[src/rtl/fetch_unit.sv]
// fetch_unit: decoupled instruction fetch; sequential PCs to imem, returned words buffered with their PCs for decode.
// Latency: a response is visible on if_valid the cycle after imem_rvalid; one instruction per cycle in steady state.
// Backpressure: FIFO entries plus in-flight requests never exceed DEPTH, so imem_req drops while decode stalls.
//
// Ports:
//   clk, areset                  - rising-edge clock, synchronous active-high reset
//   redirect, redirect_pc        - restart fetch at redirect_pc (low two bits forced to zero)
//   imem_req/addr/gnt            - request channel to instruction memory (addr held until granted)
//   imem_rvalid, imem_rdata      - in-order response channel from instruction memory
//   if_valid/ready, if_instr/pc  - valid/ready hand-off of the FIFO head to decode

// fetch_fifo: DEPTH-entry FIFO with synchronous flush.
// Latency: a pushed entry is visible at the head the following cycle.
// Backpressure: a push is accepted while not full, or when full if a pop happens in the same cycle.
module fetch_fifo #(
    parameter int W     = 64,
    parameter int DEPTH = 4,
    parameter int CNT_W = $clog2(DEPTH + 1)
) (
    input  logic             clk,
    input  logic             areset,
    input  logic             flush,
    input  logic             push_vld,
    input  logic [W-1:0]     push_dat,
    output logic             pop_vld,
    input  logic             pop_rdy,
    output logic [W-1:0]     pop_dat,
    output logic [CNT_W-1:0] count
);
    localparam int PTR_W = $clog2(DEPTH);

    logic [W-1:0]     mem [DEPTH];
    logic [PTR_W-1:0] wr_ptr;
    logic [PTR_W-1:0] rd_ptr;
    logic             push;
    logic             pop;

    assign pop_vld = (count != '0);
    assign pop     = pop_vld && pop_rdy;
    // A simultaneous pop frees the head slot, so a push into a full FIFO still proceeds.
    assign push    = push_vld && ((count != CNT_W'(DEPTH)) || pop);
    assign pop_dat = mem[rd_ptr];

    always_ff @(posedge clk) begin
        if (areset || flush) begin
            wr_ptr <= '0;
            rd_ptr <= '0;
            count  <= '0;
        end else begin
            if (push) begin
                wr_ptr <= wr_ptr + PTR_W'(1);
            end
            if (pop) begin
                rd_ptr <= rd_ptr + PTR_W'(1);
            end
            case ({push, pop})
                2'b10:   count <= count + CNT_W'(1);
                2'b01:   count <= count - CNT_W'(1);
                default: count <= count;
            endcase
        end
    end

    always_ff @(posedge clk) begin
        if (push && !flush) begin
            mem[wr_ptr] <= push_dat;
        end
    end
endmodule

module fetch_unit #(
    parameter int              XLEN     = 32,
    parameter logic [XLEN-1:0] RESET_PC = '0,
    parameter int              DEPTH    = 4
) (
    input  logic            clk,
    input  logic            areset,
    input  logic            redirect,
    input  logic [XLEN-1:0] redirect_pc,
    output logic            imem_req,
    output logic [XLEN-1:0] imem_addr,
    input  logic            imem_gnt,
    input  logic            imem_rvalid,
    input  logic [31:0]     imem_rdata,
    output logic            if_valid,
    input  logic            if_ready,
    output logic [31:0]     if_instr,
    output logic [XLEN-1:0] if_pc
);
    localparam int CNT_W = $clog2(DEPTH + 1);
    localparam int SUM_W = CNT_W + 1;

    logic [XLEN-1:0]    fetch_pc;
    logic [XLEN-1:0]    resp_pc;
    logic [CNT_W-1:0]   outstanding;
    logic [CNT_W-1:0]   discard;
    logic [CNT_W-1:0]   fifo_count;
    logic               fifo_vld;
    logic [XLEN+31:0]   fifo_dat;
    logic [XLEN-1:0]    target_pc;
    logic [SUM_W-1:0]   credits_used;
    logic               grant;
    logic               push;
    logic               redirect_pc_unused;

    assign target_pc          = {redirect_pc[XLEN-1:2], 2'b00};
    assign redirect_pc_unused = ^redirect_pc[1:0];

    // Credits cover both buffered entries and requests still in flight, so every response has a slot.
    assign credits_used = {1'b0, fifo_count} + {1'b0, outstanding};
    assign imem_req     = !areset && !redirect && (credits_used < SUM_W'(DEPTH));
    assign imem_addr    = fetch_pc;
    assign grant        = imem_req && imem_gnt;

    // Responses owed to a pre-redirect PC stream are dropped until discard drains.
    assign push     = imem_rvalid && (discard == '0) && !redirect;
    assign if_valid = fifo_vld && !redirect;
    assign if_pc    = fifo_dat[XLEN+31:32];
    assign if_instr = fifo_dat[31:0];

    fetch_fifo #(
        .W     (XLEN + 32),
        .DEPTH (DEPTH),
        .CNT_W (CNT_W)
    ) u_fifo (
        .clk      (clk),
        .areset   (areset),
        .flush    (redirect),
        .push_vld (push),
        .push_dat ({resp_pc, imem_rdata}),
        .pop_vld  (fifo_vld),
        .pop_rdy  (if_ready && !redirect),
        .pop_dat  (fifo_dat),
        .count    (fifo_count)
    );

    always_ff @(posedge clk) begin
        if (areset) begin
            fetch_pc    <= RESET_PC;
            resp_pc     <= RESET_PC;
            outstanding <= '0;
            discard     <= '0;
        end else if (redirect) begin
            fetch_pc    <= target_pc;
            resp_pc     <= target_pc;
            // Everything still in flight belongs to the old stream; a response landing now is dropped too.
            outstanding <= outstanding - CNT_W'(imem_rvalid);
            discard     <= outstanding - CNT_W'(imem_rvalid);
        end else begin
            if (grant) begin
                fetch_pc <= fetch_pc + XLEN'(4);
            end
            outstanding <= outstanding + CNT_W'(grant) - CNT_W'(imem_rvalid);
            if (imem_rvalid) begin
                if (discard != '0) begin
                    discard <= discard - CNT_W'(1);
                end else begin
                    resp_pc <= resp_pc + XLEN'(4);
                end
            end
        end
    end
endmodule

[config.mk]
export PLATFORM = sky130hd
export DESIGN_NAME = fetch_unit
export DESIGN_NICKNAME = d
export VERILOG_FILES = /design/src/rtl/fetch_unit.sv
export SDC_FILE = /design/constraint.sdc
export NUM_CORES = 1
export LEC_CHECK = 0
export CAP_MARGIN = 20
export CORE_ASPECT_RATIO = 0.9
export CORE_MARGIN = 10
export CORE_UTILIZATION = 50
export CTS_CLUSTER_DIAMETER = 120
export CTS_CLUSTER_SIZE = 16
export DETAILED_ROUTE_END_ITERATION = 6
export MAX_ROUTING_LAYER = met4
export PLACE_DENSITY = 0.75
export SYNTH_ARGS = -nofsm -noshare
export SYNTH_HDL_FRONTEND = slang
export SYNTH_HIERARCHICAL = 1
export SYNTH_SLANG_ARGS = --single-unit
export TNS_END_PERCENT = 5
[constraint.sdc]
create_clock -name clk -period 3.3 [get_ports clk]
set_input_delay 0.33 -clock clk [delete_from_list [all_inputs] [get_ports clk]]
set_output_delay 0.33 -clock clk [all_outputs]
set_load 0.02 [all_outputs]
==> results by group <==
Finish
  • P&R area growth vs syn: 20.93%
  • Fraction of layout instances using a drive strength above 1: between 10% and 20%
  • Layout Cells excl Fill: 1,418
  • Multi-input logic area: between 4000 and 5000 um^2
  • Final #Nets: approximately 1,100
  • FF/Latch Area: about 9000 um^2
  • FILL cells: 2,018
  • Final instance area: between 15,000 and 20,000 um^2
  • Most common cell after layout, fill and taps aside: edfxtp_1
  • ANT cells: 0
  • Commonest non-fill, non-tap cells in the layout: edfxtp_1 (256), clkdlybuf4s50_1 (162), dfxtp_1 (73)

Power
  • Internal Pwr Total: 6.282 mW
  • P_leak: between 5 and 6 nW
  • Sequential Power Share: approximately 60%
  • Part of the power in the clock network: between 30% and 40%
  • VDD IR max: roughly 0.00030 V
  • Switching pwr: between 1.5 and 2 mW
  • Total power: approximately 8 mW
  • Power Density: approximately 490 nW/um^2
  • Comb pwr share: under 10%
  • Net Sw Frac: between 20% and 30%

Setup path
  • Worst Path Arrival: approximately 3.3 ns
  • Required @ worst endpoint: roughly 3.7 ns
  • Critical path's largest stage delay: a little under 0.5 ns
  • Startpoint types: register
  • Most used cell, CP: ha_1
  • Critical path's top delay family: adder cells
  • Slowest CP cell: or3b_2
  • CP max FO: 3
  • WS Path Type: reg -> reg
  • CP endpoint kind: register
  • Crit-path cells: ha_1, or3b_2, nor3_4, inv_2, ha_1, inv_1, ha_1, fa_1, xor2_1, o21ai_0, xnor2_1, nor2_1
  • WP buf/inv: 2

Placement
  • Final HPWL DP: roughly 20,000 um
  • Cells after DPL: 1,375
  • Area post-placement: about 16,000 um^2
  • IO buf count: between 150 and 200
  • Gp weighted congestion: between 0.8 and 0.9

Drt
  • Drt first pass iters: 5
  • Vias/cell: 5.705
  • Total length of routed wires: just under 30,000 um
  • Drc violations: 0
  • ANT nets after route: 0
  • Initial DRC Count: 578
  • Vias after detailed routing: between 8,000 and 9,000
  • Routed WL per cell: between 20 and 25 um

Clock network
  • CTS resizes: 0
  • Number of buffers created by CTS: 24
  • CTS Sinks: 331
  • CTS clk-pin slew, worst paths: around 0.07 ns
  • CTS root buffer: clkbuf_16
  • Hold-fix buffers at CTS: 0
  • Post-CTS setup buffer count: 0
  • Longest Clk Path Bufs: 3
  • H-tree Lvls: 1
  • CTS tree: yes
  • Clk_lat worst skew: between 0.5 and 0.6 ns

Logic synthesis
  • Area leader, netlist: edfxtp_1
  • Synth top area cells: edfxtp_1 (57%), dfxtp_1 (11%), mux4_2 (11%), xor2_1 (1.9%), nor2_1 (1.5%)
  • Main combinational cell family by area after synthesis: multiplexers
  • #FFs+latches synth: about 330
  • Syn Inst Count: 871
  • Synth warn: 6
  • Post-synthesis compound-gate area fraction: roughly 5.8%
  • Main flop type after synthesis: edfxtp_1
  • Ys async rst share: 0%
  • XOR/XNOR Fraction of Synth Area: between 2 and 3%
  • Synth Area in Simple Gates: 8.781%
  • Mean Syn Cell Area: about 16 um^2
  • Post-synth design cell area: roughly 14,000 um^2
  • Number of synthesized flops with an enable pin: ~260
  • Yosys top cell area share: ~57%
  • Post-Synth Adder-Cell Area: 1.588%
  • Synth unique cells: between 60 and 70
  • Sequential fraction of the synthesis area: roughly two thirds
  • Post-synthesis mux area share: between 10% and 20%

Floorplanning
  • Rows: 57
  • Core area: ~27,000 um^2
  • Die X: about 190 um
  • Initial Util: between 50% and 60%
  • Die Y-Extent: around 180 um
  • Die area: 34,100 um^2
  • I/O pin cnt: roughly 170

Global routing
  • Grt ovf: 0
  • GRT Overall Usage: 17.13%
  • Largest net degree at the start of global routing: 65
  • Vias in the first global route: about 8,000
  • Initial antenna violation count: 0
  • First-pass GRT wire length: approximately 46,000 um

Timing
  • Actual slew at the worst max-slew pin: 0.8546 ns
  • Fin. max-slew vios: 0
  • RSZ-0062 raised after global routing: no
  • Crit share post-route: around nine tenths
  • Fin crit period: between 2 and 3 ns
  • Rel. slew slack: 42.82%
  • Setup TNS: 0 ns
  • Max frequency: between 0.3 and 0.4 GHz
  • Finish-stage setup viols: 0
  • Final-report hold violation count: 0
  • Clock Skew: 0.01234 ns

Status
  • Status: complete, no violations

Worst hold path
  • Worst Hold Class: in -> reg

Run
  • Maxcap violations: 0
## flip-flops by register name, indices dropped and copies added, names as in the netlist, named ones only
register,cells
resp_pc,30
outstanding,3
imem_addr,30
u_fifo/rd_ptr,2
u_fifo/count,3
u_fifo/mem,256
discard,3
u_fifo/wr_ptr,2
## routing by layer
metal	up-vias	track usage (%)	wire length, um
met3	24	3.394	1937
li1	3737	-	-
met4	0	3.712	433
met1	4024	24.76	14100
met5	-	-	0
met2	304	24.69	12880
## worst paths after layout
| check | start | endpoint | slack, ns | depth (start not counted) |
|---|---|---|---|---|
| max | outstanding[2] | outstanding[2] | 0.39 | 12 |
| min | areset | imem_addr[30] | 0.40 | 5 |
| max reg2reg | outstanding[2] | outstanding[2] | 0.39 | 12 |
| min reg2reg | imem_addr[31] | imem_addr[31] | 0.50 | 1 |
## cells by family after synthesis
logic type      after synthesis
compound gates              119
flops                       331
other cells                   1
fa+ha+maj                    16
buf+inv                      70
xor+xnor                     39
mux                          69
simple gates                226
## power by group through the flow
stage / Clock (mW) / Combinational (mW) / Sequential [mW]
6_report: 2.72 / 0.597 / 4.69
5_1_grt: 2.93 / 0.651 / 4.70
4_1_cts: 2.79 / 0.602 / 4.68
3_5_place_dp: 0 / 0.597 / 4.78
3_3_place_gp: 0 / 0.585 / 4.77
2_1_floorplan: 0 / 0.296 / 4.77
## per-stage QoR
| stage | worst slack, ns | hold slack, ns | utilization (%) |
|---|---|---|---|
| 3_5_place_dp | 0.2487 | 0.4893 | 58.51 |
| 2_1_floorplan | -0.1433 | 0.4289 | - |
| 5_1_grt | 0.2326 | 0.4333 | 61.11 |
| 6_report | 0.3918 | 0.3983 | 61.11 |
| 3_3_place_gp | 0.2726 | 0.4905 | 58.51 |
| 4_1_cts | 0.3566 | 0.3851 | 61.11 |
## area by class of cell
type	instances	area share, %
clock buffers	42	4.207
inverters	22	0.5039
multi-input cells	479	24.86
flip-flops and latches	331	56.10
repair buffers	189	11.58
clock inverters	1	0.04581
well taps	354	2.703
## Yosys cell counts, types with 5 or more instances
master and number:
edfxtp_1 256, dfxtp_1 75, mux4_2 64, nor2_1 53, nand2_1 45, nand3_1 31, xor2_1 30, clkbuf_1 28
a21oi_1 27, nand4_1 27, inv_1 20, a31oi_1 19, a211oi_1 17, o21ai_0 17, ha_1 14, a21boi_0 13
nor3_1 11, or3_1 9, xnor2_1 9, and3_1 8, nor4_1 8, buf_2 7, buf_6 7, o211ai_1 7
and2_1 5
## worst min-delay path: cells and delay by family
family	cells	cell delay, ns
buf+inv	1	0.09
simple gates	3	0.37
compound gates	1	0.08
Note: power is estimated with default switching activity, not from simulation.
